$ cat src/rtl/scroll_controller_pkg.sv
// Shared types and helpers for the scroll-offset generator.
package scroll_pkg;

  localparam int unsigned SPEED_W = 4;

  // Legacy state encodings, kept so the enum values stay bit-identical.
  localparam logic [1:0] ST_IDLE  = 2'd0;
  localparam logic [1:0] ST_RUN   = 2'd1;
  localparam logic [1:0] ST_PAUSE = 2'd2;

  typedef enum logic [1:0] {
    IDLE  = ST_IDLE,
    RUN   = ST_RUN,
    PAUSE = ST_PAUSE
  } scroll_state_t;

  // Saturate v at hi.
  function automatic int unsigned clamp(input int unsigned v, input int unsigned hi);
    return (v > hi) ? hi : v;
  endfunction

endpackage

$ cat src/rtl/scroll_controller_lane_slewer.sv
// Next horizontal offset: jump onto the target when within one step,
// otherwise move exactly one step toward it.
module lane_slewer #(
  parameter int unsigned HWIDTH = 10,
  parameter int unsigned STEP   = 4
) (
  input  logic [HWIDTH-1:0] cur,
  input  logic [HWIDTH-1:0] target,
  output logic [HWIDTH-1:0] next
);

  localparam logic [HWIDTH-1:0] STEP_W = HWIDTH'(STEP);

  logic [HWIDTH-1:0] diff;

  // Compare first so each subtraction is ordered large-minus-small.
  always_comb begin
    diff = '0;
    next = cur;
    if (target >= cur) begin
      diff = target - cur;
      next = (diff <= STEP_W) ? target : cur + STEP_W;
    end else begin
      diff = cur - target;
      next = (diff <= STEP_W) ? target : cur - STEP_W;
    end
  end

endmodule

$ cat src/rtl/scroll_controller.sv
// Per-frame scroll-offset generator: vertical wrap scroll with speed ramp
// and horizontal slew toward the requested lane.
module scroll_controller
  import scroll_pkg::*;
#(
  parameter int unsigned HWIDTH      = 10,
  parameter int unsigned VWIDTH      = 10,
  parameter int unsigned HSIZE       = 640,
  parameter int unsigned VSIZE       = 480,
  parameter int unsigned SPEED_MAX   = 8,
  parameter int unsigned RAMP_FRAMES = 120,
  parameter int unsigned LANE_STEP   = 4
) (
  input  logic               clk,
  input  logic               rst_n,
  input  logic               frame_tick,
  input  logic               run,
  input  logic               restart,
  input  logic [HWIDTH-1:0]  lane_target,
  output logic [HWIDTH-1:0]  hoffset,
  output logic [VWIDTH-1:0]  voffset,
  output logic [SPEED_W-1:0] speed,
  output logic               running,
  output logic               lane_settled
);

  localparam int unsigned RW = (RAMP_FRAMES > 1) ? $clog2(RAMP_FRAMES) : 1;
  localparam logic [RW-1:0]      RAMP_LAST = RW'(RAMP_FRAMES - 1);
  localparam logic [SPEED_W-1:0] SPEED_TOP = SPEED_W'(SPEED_MAX);
  localparam logic [VWIDTH:0]    VSIZE_W   = (VWIDTH + 1)'(VSIZE);

  scroll_state_t      state_q;
  scroll_state_t      state_d;
  logic [RW-1:0]      ramp_cnt;
  logic [HWIDTH-1:0]  target_c;
  logic [HWIDTH-1:0]  h_next;
  logic [VWIDTH:0]    vsum;
  logic [VWIDTH-1:0]  v_next;
  logic               update;

  assign target_c     = HWIDTH'(clamp(32'(lane_target), HSIZE - 1));
  assign update       = (state_q == RUN) && run && !restart && frame_tick;
  assign running      = (state_q == RUN);
  assign lane_settled = (hoffset == target_c);

  lane_slewer #(
    .HWIDTH (HWIDTH),
    .STEP   (LANE_STEP)
  ) u_slewer (
    .cur    (hoffset),
    .target (target_c),
    .next   (h_next)
  );

  // Vertical advance with single-subtraction wrap (speed < VSIZE).
  always_comb begin
    vsum   = {1'b0, voffset} + (VWIDTH + 1)'(speed);
    v_next = VWIDTH'((vsum >= VSIZE_W) ? (vsum - VSIZE_W) : vsum);
  end

  // Run/pause control; restart overrides everything.
  always_comb begin
    state_d = state_q;
    if (restart) begin
      state_d = IDLE;
    end else begin
      case (state_q)
        IDLE:    if (run)  state_d = RUN;
        RUN:     if (!run) state_d = PAUSE;
        PAUSE:   if (run)  state_d = RUN;
        default: state_d = IDLE;
      endcase
    end
  end

  // State register.
  always_ff @(posedge clk or negedge rst_n) begin
    if (!rst_n) state_q <= IDLE;
    else        state_q <= state_d;
  end

  // Offsets, speed and ramp counter: cleared on restart, advanced once per running frame.
  always_ff @(posedge clk or negedge rst_n) begin
    if (!rst_n) begin
      hoffset  <= '0;
      voffset  <= '0;
      speed    <= SPEED_W'(1);
      ramp_cnt <= '0;
    end else if (restart) begin
      hoffset  <= '0;
      voffset  <= '0;
      speed    <= SPEED_W'(1);
      ramp_cnt <= '0;
    end else if (update) begin
      hoffset <= h_next;
      voffset <= v_next;
      if (ramp_cnt == RAMP_LAST) begin
        ramp_cnt <= '0;
        if (speed != SPEED_TOP) speed <= speed + 1'b1;
      end else begin
        ramp_cnt <= ramp_cnt + 1'b1;
      end
    end
  end

endmodule

$ cat config.mk
export PLATFORM = sky130hd
export DESIGN_NAME = scroll_controller
export DESIGN_NICKNAME = d
export VERILOG_FILES = /design/src/rtl/scroll_controller_pkg.sv /design/src/rtl/scroll_controller_lane_slewer.sv /design/src/rtl/scroll_controller.sv
export SDC_FILE = /design/constraint.sdc
export NUM_CORES = 1
export LEC_CHECK = 0
export ABC_AREA = 0
export BUFFER_PORTS_ARGS = -buffer_cell sky130_fd_sc_hd__buf_2
export CORE_MARGIN = 2
export CORE_UTILIZATION = 55
export CTS_CLUSTER_SIZE = 28
export DETAILED_ROUTE_END_ITERATION = 12
export MAX_ROUTING_LAYER = met4
export PLACE_DENSITY = 0.75
export SLEW_MARGIN = 20
export SYNTH_ARGS = -nofsm -noshare
export SYNTH_HDL_FRONTEND = slang
export SYNTH_SLANG_ARGS = --single-unit
$ cat constraint.sdc
create_clock -name clk -period 3.5 [get_ports clk]
set_input_delay 0.525 -clock clk [delete_from_list [all_inputs] [get_ports clk]]
set_output_delay 0.525 -clock clk [all_outputs]
set_load 0.005 [all_outputs]
==> impl_metrics.json, run 1 <==
{
  "drtAntennaViolNets": 0,
  "ys_top_cells_by_area": "sky130_fd_sc_hd__dfrtp_1, sky130_fd_sc_hd__ha_1, sky130_fd_sc_hd__nand2_1",
  "critPathArrivalTime_ps": 3490,
  "finish.cell_count_without_fillers": 507,
  "timing.rr.end": "voffset[8]$_DFFE_PN0P_",
  "main_combinational_cell_family_by_area_after_synthesis": "simple AND/OR/NAND/NOR gates",
  "routed_wirelength_mm": 7.83,
  "global_route.overflow_total": 0,
  "rsz0062_at_grt": "no",
  "rr_startpoint": "voffset[0]$_DFFE_PN0P_",
  "power.ir.vdd_worst_uv": 168,
  "cts_hold_buf": 0,
  "critical_path.slowest_cell": "sky130_fd_sc_hd__dfrtp_1",
  "drv.max_cap_violation_count": 0,
  "grt_start_max_net_pins": 34,
  "reg2reg_depth": 16,
  "routed_via_density": 5.90,
  "synth_mux_area_frac": 0.0286,
  "combPwrFrac": 0.248,
  "floorplan.initialDensity": 0.575,
  "fraction_of_layout_instances_using_a_drive_strength_above_1": 0.209,
  "synth.ff_latch_count": 33,
  "ctsLongestPathBuffers": 2,
  "power.share.switching": 0.309,
  "post_synthesis_sequential_area_ratio": 0.259,
  "synth-async-reset-ratio": 1.00,
  "clk_pin_slew_worst_paths_ps": 70,
  "slowest_delay_ps": 390,
  "net-switching-power_uw": 284,
  "finalHoldViolCount": 0,
  "pwr-share-clk": 0.327,
  "gp_congestion": 0.927,
  "dp_worst_setup_slack_ps": 26.3,
  "dpl.hpwl_mm": 5.93,
  "wire_length_of_the_first_global_routing_pass_mm": 12.6,
  "flow.area_growth_from_synthesis_pct": 15.0,
  "vertical_extent_of_the_die_um": 80.1,
  "setup_ws_ps": 217,
  "synth_top_area_frac": 0.251,
  "yosys.area_share.simple": 0.261,
  "post_synth_fa_ha_maj_area_fraction": 0.120,
  "htreeDepth": 2,
  "slew_viol_final": 0,
  "drc_errors": 0,
  "coreArea_um2": 5540,
  "globalRouteTotalUtil": 0.252,
  "cp-end-kind": "register",
  "layout_min_cycle_time_ps": 3280,
  "synth_xor_xnor_area_share": 0.0655,
  "outcome": "completed",
  "timing.clock.skew_ps": 7.05,
  "insertion_delay_ps": 290,
  "critical_path_buf_inv_count": 2,
  "ios": 41,
  "tritoncts_clock_tree": "built",
  "seqPwrFrac": 0.425,
  "cp-start-kind": "register",
  "antenna_cells": 0,
  "antenna_found_initial": 0,
  "place_inst": 497,
  "synth_edf_count": 0,
  "firstDrtPassIters": 5,
  "synth_fp_nets": 428,
  "holdWs_ps": 292,
  "synth-compound-area-share": 0.215,
  "cts_buffers": 5,
  "setup_total_negative_slack_ps": 0,
  "netlist.top_cell.by_area": "sky130_fd_sc_hd__dfrtp_1",
  "placement.io_buffers": 40,
  "timing.final.setup_violations": 0,
  "cellInternalPower_uw": 636,
  "crit_path_frequent_cell": "sky130_fd_sc_hd__a21oi_1",
  "synthesis.area_um2": 3190,
  "dieArea_um2": 6420,
  "levels_on_crit_path": 16,
  "post_synth_inst_count": 383,
  "clockRootBuffer": "sky130_fd_sc_hd__clkbuf_8",
  "route.detailed.wl_per_inst_um": 15.4,
  "die_w_um": 80.1,
  "critical_path_peak_fanout": 6,
  "drt_iter0_markers": 212,
  "transition_time_at_the_pin_with_the_least_slew_margin_ps": 740,
  "fin_crit_sh": 0.938,
  "fp-row-count": 27,
  "first_global_vias": 2691,
  "crit_family": "simple AND/OR/NAND/NOR gates",
  "nNetsFinal": 479,
  "yosysUniqueCellTypes": 68,
  "syn_area_per_cell_um2": 8.32,
  "slew-limit-headroom": 0.507,
  "synth_ff_type": "sky130_fd_sc_hd__dfrtp_1",
  "path_class": "register to register",
  "synth_warnings": 0,
  "crit_required_ps": 3710,
  "path_cells": "ha_1, fa_2, a21o_1, a21oi_2, nor2_1, xnor2_2, inv_1, ha_2, nand2b_1, nor4_2, a31oi_1, nand3b_1, buf_4, a21oi_1, or3_1, a21oi_1",
  "reg2reg_setup_slack_ps": 220,
  "power_density_over_cell_area_nw_per_um2": 251,
  "vias": 2993,
  "fmax_mhz": 305,
  "cts.sink_count": 33,
  "layout.core_utilization": 0.662,
  "leakage_nw": 1.72,
  "worstHoldPathType": "input pin to asynchronous set/reset pin"
}
cells in the final DEF (no fill, tap or decap), types with 3 or more instances in the layout:
master                     Yosys  layout
sky130_fd_sc_hd__ha_1         29      28
sky130_fd_sc_hd__clkbuf_8      0       6
sky130_fd_sc_hd__dfrtp_1      32      32
sky130_fd_sc_hd__o21a_1        6       6
sky130_fd_sc_hd__nand4_1       5       5
sky130_fd_sc_hd__nor2b_1       4       4
sky130_fd_sc_hd__o21ai_0      14      14
sky130_fd_sc_hd__a21o_1        3       3
sky130_fd_sc_hd__a211oi_1      3       3
sky130_fd_sc_hd__o221ai_1      5       5
sky130_fd_sc_hd__xor2_1       11      10
sky130_fd_sc_hd__nand2_1      35      35
sky130_fd_sc_hd__a21oi_1      20      19
sky130_fd_sc_hd__nor2_1       28      28
sky130_fd_sc_hd__a22o_1        3       3
sky130_fd_sc_hd__a221oi_1      4       4
sky130_fd_sc_hd__and3_1        8       8
sky130_fd_sc_hd__o211ai_1      3       3
sky130_fd_sc_hd__inv_1        26      26
sky130_fd_sc_hd__buf_2         5      40
sky130_fd_sc_hd__a32o_1        3       3
sky130_fd_sc_hd__and2_1        9       9
sky130_fd_sc_hd__nand2b_1      9       9
sky130_fd_sc_hd__nand3b_1      4       4
sky130_fd_sc_hd__nand3_1      20      20
sky130_fd_sc_hd__xnor2_1      11      10
sky130_fd_sc_hd__buf_4         0      16
sky130_fd_sc_hd__nor3_1       13      13
sky130_fd_sc_hd__mux2i_1       8       8
sky130_fd_sc_hd__or3_1         9       9
cell families after synthesis:
| kind of cell | after synthesis |
|---|---|
| simple gates | 159 |
| compound gates | 90 |
| buf+inv | 39 |
| flops | 33 |
| fa+ha+maj | 30 |
| xor+xnor | 23 |
| mux | 9 |
cell usage after synthesis, types with 2 or more instances:
cell and number:
sky130_fd_sc_hd__a211o_1 2, sky130_fd_sc_hd__a211oi_1 3, sky130_fd_sc_hd__a21o_1 3, sky130_fd_sc_hd__a21oi_1 20, sky130_fd_sc_hd__a221oi_1 4, sky130_fd_sc_hd__a22o_1 3
sky130_fd_sc_hd__a31oi_1 2, sky130_fd_sc_hd__a32o_1 3, sky130_fd_sc_hd__and2_1 9, sky130_fd_sc_hd__and3_1 8, sky130_fd_sc_hd__and4_1 2, sky130_fd_sc_hd__buf_2 5
sky130_fd_sc_hd__clkbuf_1 5, sky130_fd_sc_hd__dfrtp_1 32, sky130_fd_sc_hd__ha_1 29, sky130_fd_sc_hd__inv_1 26, sky130_fd_sc_hd__mux2i_1 8, sky130_fd_sc_hd__nand2_1 35
sky130_fd_sc_hd__nand2b_1 9, sky130_fd_sc_hd__nand3_1 20, sky130_fd_sc_hd__nand3b_1 4, sky130_fd_sc_hd__nand4_1 5, sky130_fd_sc_hd__nor2_1 28, sky130_fd_sc_hd__nor2b_1 4
sky130_fd_sc_hd__nor3_1 13, sky130_fd_sc_hd__nor4_1 3, sky130_fd_sc_hd__o2111ai_1 2, sky130_fd_sc_hd__o211ai_1 3, sky130_fd_sc_hd__o21a_1 6, sky130_fd_sc_hd__o21ai_0 14
sky130_fd_sc_hd__o221ai_1 5, sky130_fd_sc_hd__o22ai_1 2, sky130_fd_sc_hd__o31ai_1 2, sky130_fd_sc_hd__or2_2 2, sky130_fd_sc_hd__or3_1 9, sky130_fd_sc_hd__xnor2_1 11
sky130_fd_sc_hd__xor2_1 11
timing repair:
item	4_1_cts	5_1_grt
resized for setup	0	7
setup endpoints to repair	0	5
buffers inserted	0	2
state kept, by name, summed over array words and instances (netlist names):
signal	count
hoffset	10
speed	4
voffset	10
state_q	2
ramp_cnt	7
how the worst max path moves through the flow:
stage	startpoint	to	slack (ps)
final	voffset[0]$_DFFE_PN0P_	voffset[8]$_DFFE_PN0P_	220
after global routing	voffset[0]$_DFFE_PN0P_	voffset[7]$_DFFE_PN0P_	20
after CTS	voffset[0]$_DFFE_PN0P_	voffset[7]$_DFFE_PN0P_	60
after detailed placement	lane_target[8]	hoffset[9]$_DFFE_PN0P_	30
after global placement	lane_target[8]	hoffset[2]$_DFFE_PN0P_	50
after floorplan	voffset[0]$_DFFE_PN0P_	voffset[7]$_DFFE_PN0P_	220
worst register-to-register path: cells and delay by family (launching register included):
kind | cells | cell delay, ps
simple gates | 5 | 950
fa+ha+maj | 3 | 840
compound gates | 5 | 630
flops | 1 | 390
buf+inv | 2 | 240
xor+xnor | 1 | 150
power groups by stage:
stage               clock (mW)  combinational [mW]  sequential [mW]
finish                   0.301               0.228            0.391
floorplan                    0               0.161            0.398
global placement             0               0.220            0.398
detailed placement           0               0.224            0.398
CTS                      0.308               0.227            0.391
global route             0.322               0.251            0.392
cell type report:
class,instances,area (um2)
Timing Repair Buffer,56,320
Tap cell,72,90.1
Clock inverter,1,7.51
Fill cell,483,1870
Inverter,27,101
Sequential cell,33,827
Multi-Input combinational cell,311,2230
Clock buffer,7,86.3
layer usage:
metal  routed length, um  global-route usage
met1                3610               0.346
met4                  40              0.0542
met2                3770               0.398
met5                   0                   -
met3                 409              0.0393
metrics by stage:
stage	instance area, um2	power [mW]
finish	3670	0.920
global route	3670	0.965
CTS	3620	0.926
detailed placement	3520	0.623
global placement	3520	0.618
floorplan	3190	0.559
Note: power is estimated with default switching activity, not from simulation.
==> run 2, diff against run 1 <==
Settings changed: CORE_MARGIN 2 to 8.
==> impl_metrics.json, run 2 (synthesis results as in run 1) <==
{
  "outcome": "completed",
  "seqPwrFrac": 0.422,
  "critical_path.slowest_cell": "sky130_fd_sc_hd__mux2_2",
  "crit_family": "compound AO/OA/AOI/OAI gates",
  "largestRegisters": "hoffset: 10 flops, voffset: 10 flops, ramp_cnt: 7 flops",
  "fraction_of_layout_instances_using_a_drive_strength_above_1": 0.205,
  "dieArea_um2": 8490,
  "reg2reg_setup_slack_ps": 250,
  "mostFrequentLayoutCell": "sky130_fd_sc_hd__buf_2",
  "vertical_extent_of_the_die_um": 92.1,
  "slew_viol_final": 0,
  "first_global_vias": 2895,
  "power.ir.vdd_worst_uv": 203,
  "timing.clock.skew_ps": 6.31,
  "routed_wirelength_mm": 8.18,
  "layout.cells.most_common_list": "sky130_fd_sc_hd__buf_2, sky130_fd_sc_hd__nand2_1, sky130_fd_sc_hd__dfrtp_1",
  "flow.area_growth_from_synthesis_pct": 14.6,
  "power_density_over_cell_area_nw_per_um2": 253,
  "fmax_mhz": 306,
  "cp-end-kind": "register",
  "clockRootBuffer": "sky130_fd_sc_hd__clkbuf_8",
  "finalHoldViolCount": 0,
  "total_power_uw": 926,
  "fin_crit_sh": 0.934,
  "combPwrFrac": 0.246,
  "drc_errors": 0,
  "firstDrtPassIters": 4,
  "coreArea_um2": 5540,
  "grt_start_max_net_pins": 34,
  "ios": 41,
  "route.detailed.wl_per_inst_um": 16.1,
  "worstHoldPathType": "input pin to asynchronous set/reset pin",
  "cts_buffers": 5,
  "drv.max_cap_violation_count": 0,
  "transition_time_at_the_pin_with_the_least_slew_margin_ps": 743,
  "clk_pin_slew_worst_paths_ps": 70,
  "drt_iter0_markers": 173,
  "pwr-share-clk": 0.332,
  "die_w_um": 92.1,
  "dpl.hpwl_mm": 6.28,
  "critical_path_peak_fanout": 9,
  "cts.sink_count": 33,
  "gp_congestion": 0.936,
  "rr_startpoint": "voffset[0]$_DFFE_PN0P_",
  "critPathArrivalTime_ps": 3450,
  "net-switching-power_uw": 293,
  "crit_required_ps": 3680,
  "worstSetupStartpoint": "lane_target[8]",
  "slowest_delay_ps": 390,
  "path_class": "input pin to register",
  "slew-limit-headroom": 0.505,
  "cellInternalPower_uw": 633,
  "wire_length_of_the_first_global_routing_pass_mm": 13.6,
  "cts_hold_buf": 0,
  "globalRouteTotalUtil": 0.198,
  "insertion_delay_ps": 290,
  "global_route.overflow_total": 0,
  "leakage_nw": 1.72,
  "placed_area_um2": 3520,
  "placement.io_buffers": 40,
  "power.share.switching": 0.316,
  "setup_ws_ps": 232,
  "layout.cell_area.non_filler_um2": 3650,
  "routed_via_density": 5.86,
  "drtAntennaViolNets": 0,
  "dp_worst_setup_slack_ps": -20.4,
  "nNetsFinal": 479,
  "antenna_cells": 0,
  "vias": 2973,
  "layout.core_utilization": 0.659,
  "crit_path_frequent_cell": "sky130_fd_sc_hd__a21oi_1",
  "cp-start-kind": "input pin",
  "ctsLongestPathBuffers": 2,
  "path_cells": "buf_2, o21a_1, nor2_1, inv_1, ha_1, nand2b_1, a21oi_1, a41oi_1, a21oi_1, mux2_2, a21oi_2, o21ai_0, a32o_1",
  "layout_min_cycle_time_ps": 3270,
  "rsz0062_at_grt": "no",
  "critical_path_buf_inv_count": 2,
  "timing.final.setup_violations": 0,
  "htreeDepth": 2,
  "tritoncts_clock_tree": "built",
  "antenna_found_initial": 0,
  "fp-row-count": 27,
  "floorplan.initialDensity": 0.575
}
==> run 2: worst reg2reg max path, stage by stage, from the launching register on <==
cell	delay [ps]
sky130_fd_sc_hd__dfrtp_1	400
sky130_fd_sc_hd__ha_1	250
sky130_fd_sc_hd__fa_1	420
sky130_fd_sc_hd__a21o_1	200
sky130_fd_sc_hd__a21oi_2	150
sky130_fd_sc_hd__nor2_1	90
sky130_fd_sc_hd__xnor2_2	150
sky130_fd_sc_hd__inv_1	90
sky130_fd_sc_hd__ha_2	220
sky130_fd_sc_hd__nand2b_1	60
sky130_fd_sc_hd__nor4_1	250
sky130_fd_sc_hd__a31oi_1	90
sky130_fd_sc_hd__nand3b_1	200
sky130_fd_sc_hd__a311oi_1	130
sky130_fd_sc_hd__or3_1	350
sky130_fd_sc_hd__a21oi_1	120
==> run 2: repair_timing <==
action,CTS,global route
gates resized for setup,0,4
buffers inserted,0,2
endpoints found under the setup margin,0,5
==> run 2: cell type report <==
cell class | count | area [um2]
Timing Repair Buffer | 56 | 320
Inverter | 27 | 101
Clock inverter | 2 | 13.8
Multi-Input combinational cell | 311 | 2220
Sequential cell | 33 | 827
Clock buffer | 6 | 82.6
Fill cell | 478 | 1890
Tap cell | 72 | 90.1
==> run 2: stage by stage <==
step                      hold WS, ps  setup TNS [ps]  cells
after floorplan                   229               0    383
after global placement            524               0    497
after detailed placement          532           -20.4    497
after CTS                         321               0    505
after global routing              352               0    507
final                             293               0    507
==> run 2: final timing paths <==
kind                                     endpoint  cells past startpoint
min                        hoffset[9]$_DFFE_PN0P_                      1
max reg2reg                voffset[7]$_DFFE_PN0P_                     15
max in group asynchronous  voffset[5]$_DFFE_PN0P_                      1
max                        hoffset[2]$_DFFE_PN0P_                     13
min reg2reg                voffset[9]$_DFFE_PN0P_                      1
min in group clk           state_q[1]$_DFFE_PN0P_                      2
==> run 2: layer usage <==
| layer | GRT usage | vias to the layer above | part of all wire |
|---|---|---|---|
| li1 | - | 1487 | - |
| met1 | 0.253 | 1411 | 0.48 |
| met2 | 0.306 | 59 | 0.46 |
| met3 | 0.0375 | 16 | 0.040 |
| met4 | 0.0685 | 0 | 0.019 |
| met5 | - | - | 0 |
==> run 2: power by group through the flow <==
stage                     Combinational [mW]  Clock [mW]  Sequential, mW
after floorplan                        0.161           0           0.398
after global placement                 0.220           0           0.398
after detailed placement               0.224           0           0.398
after CTS                              0.225       0.315           0.391
after global routing                   0.249       0.334           0.392
final                                  0.228       0.307           0.391
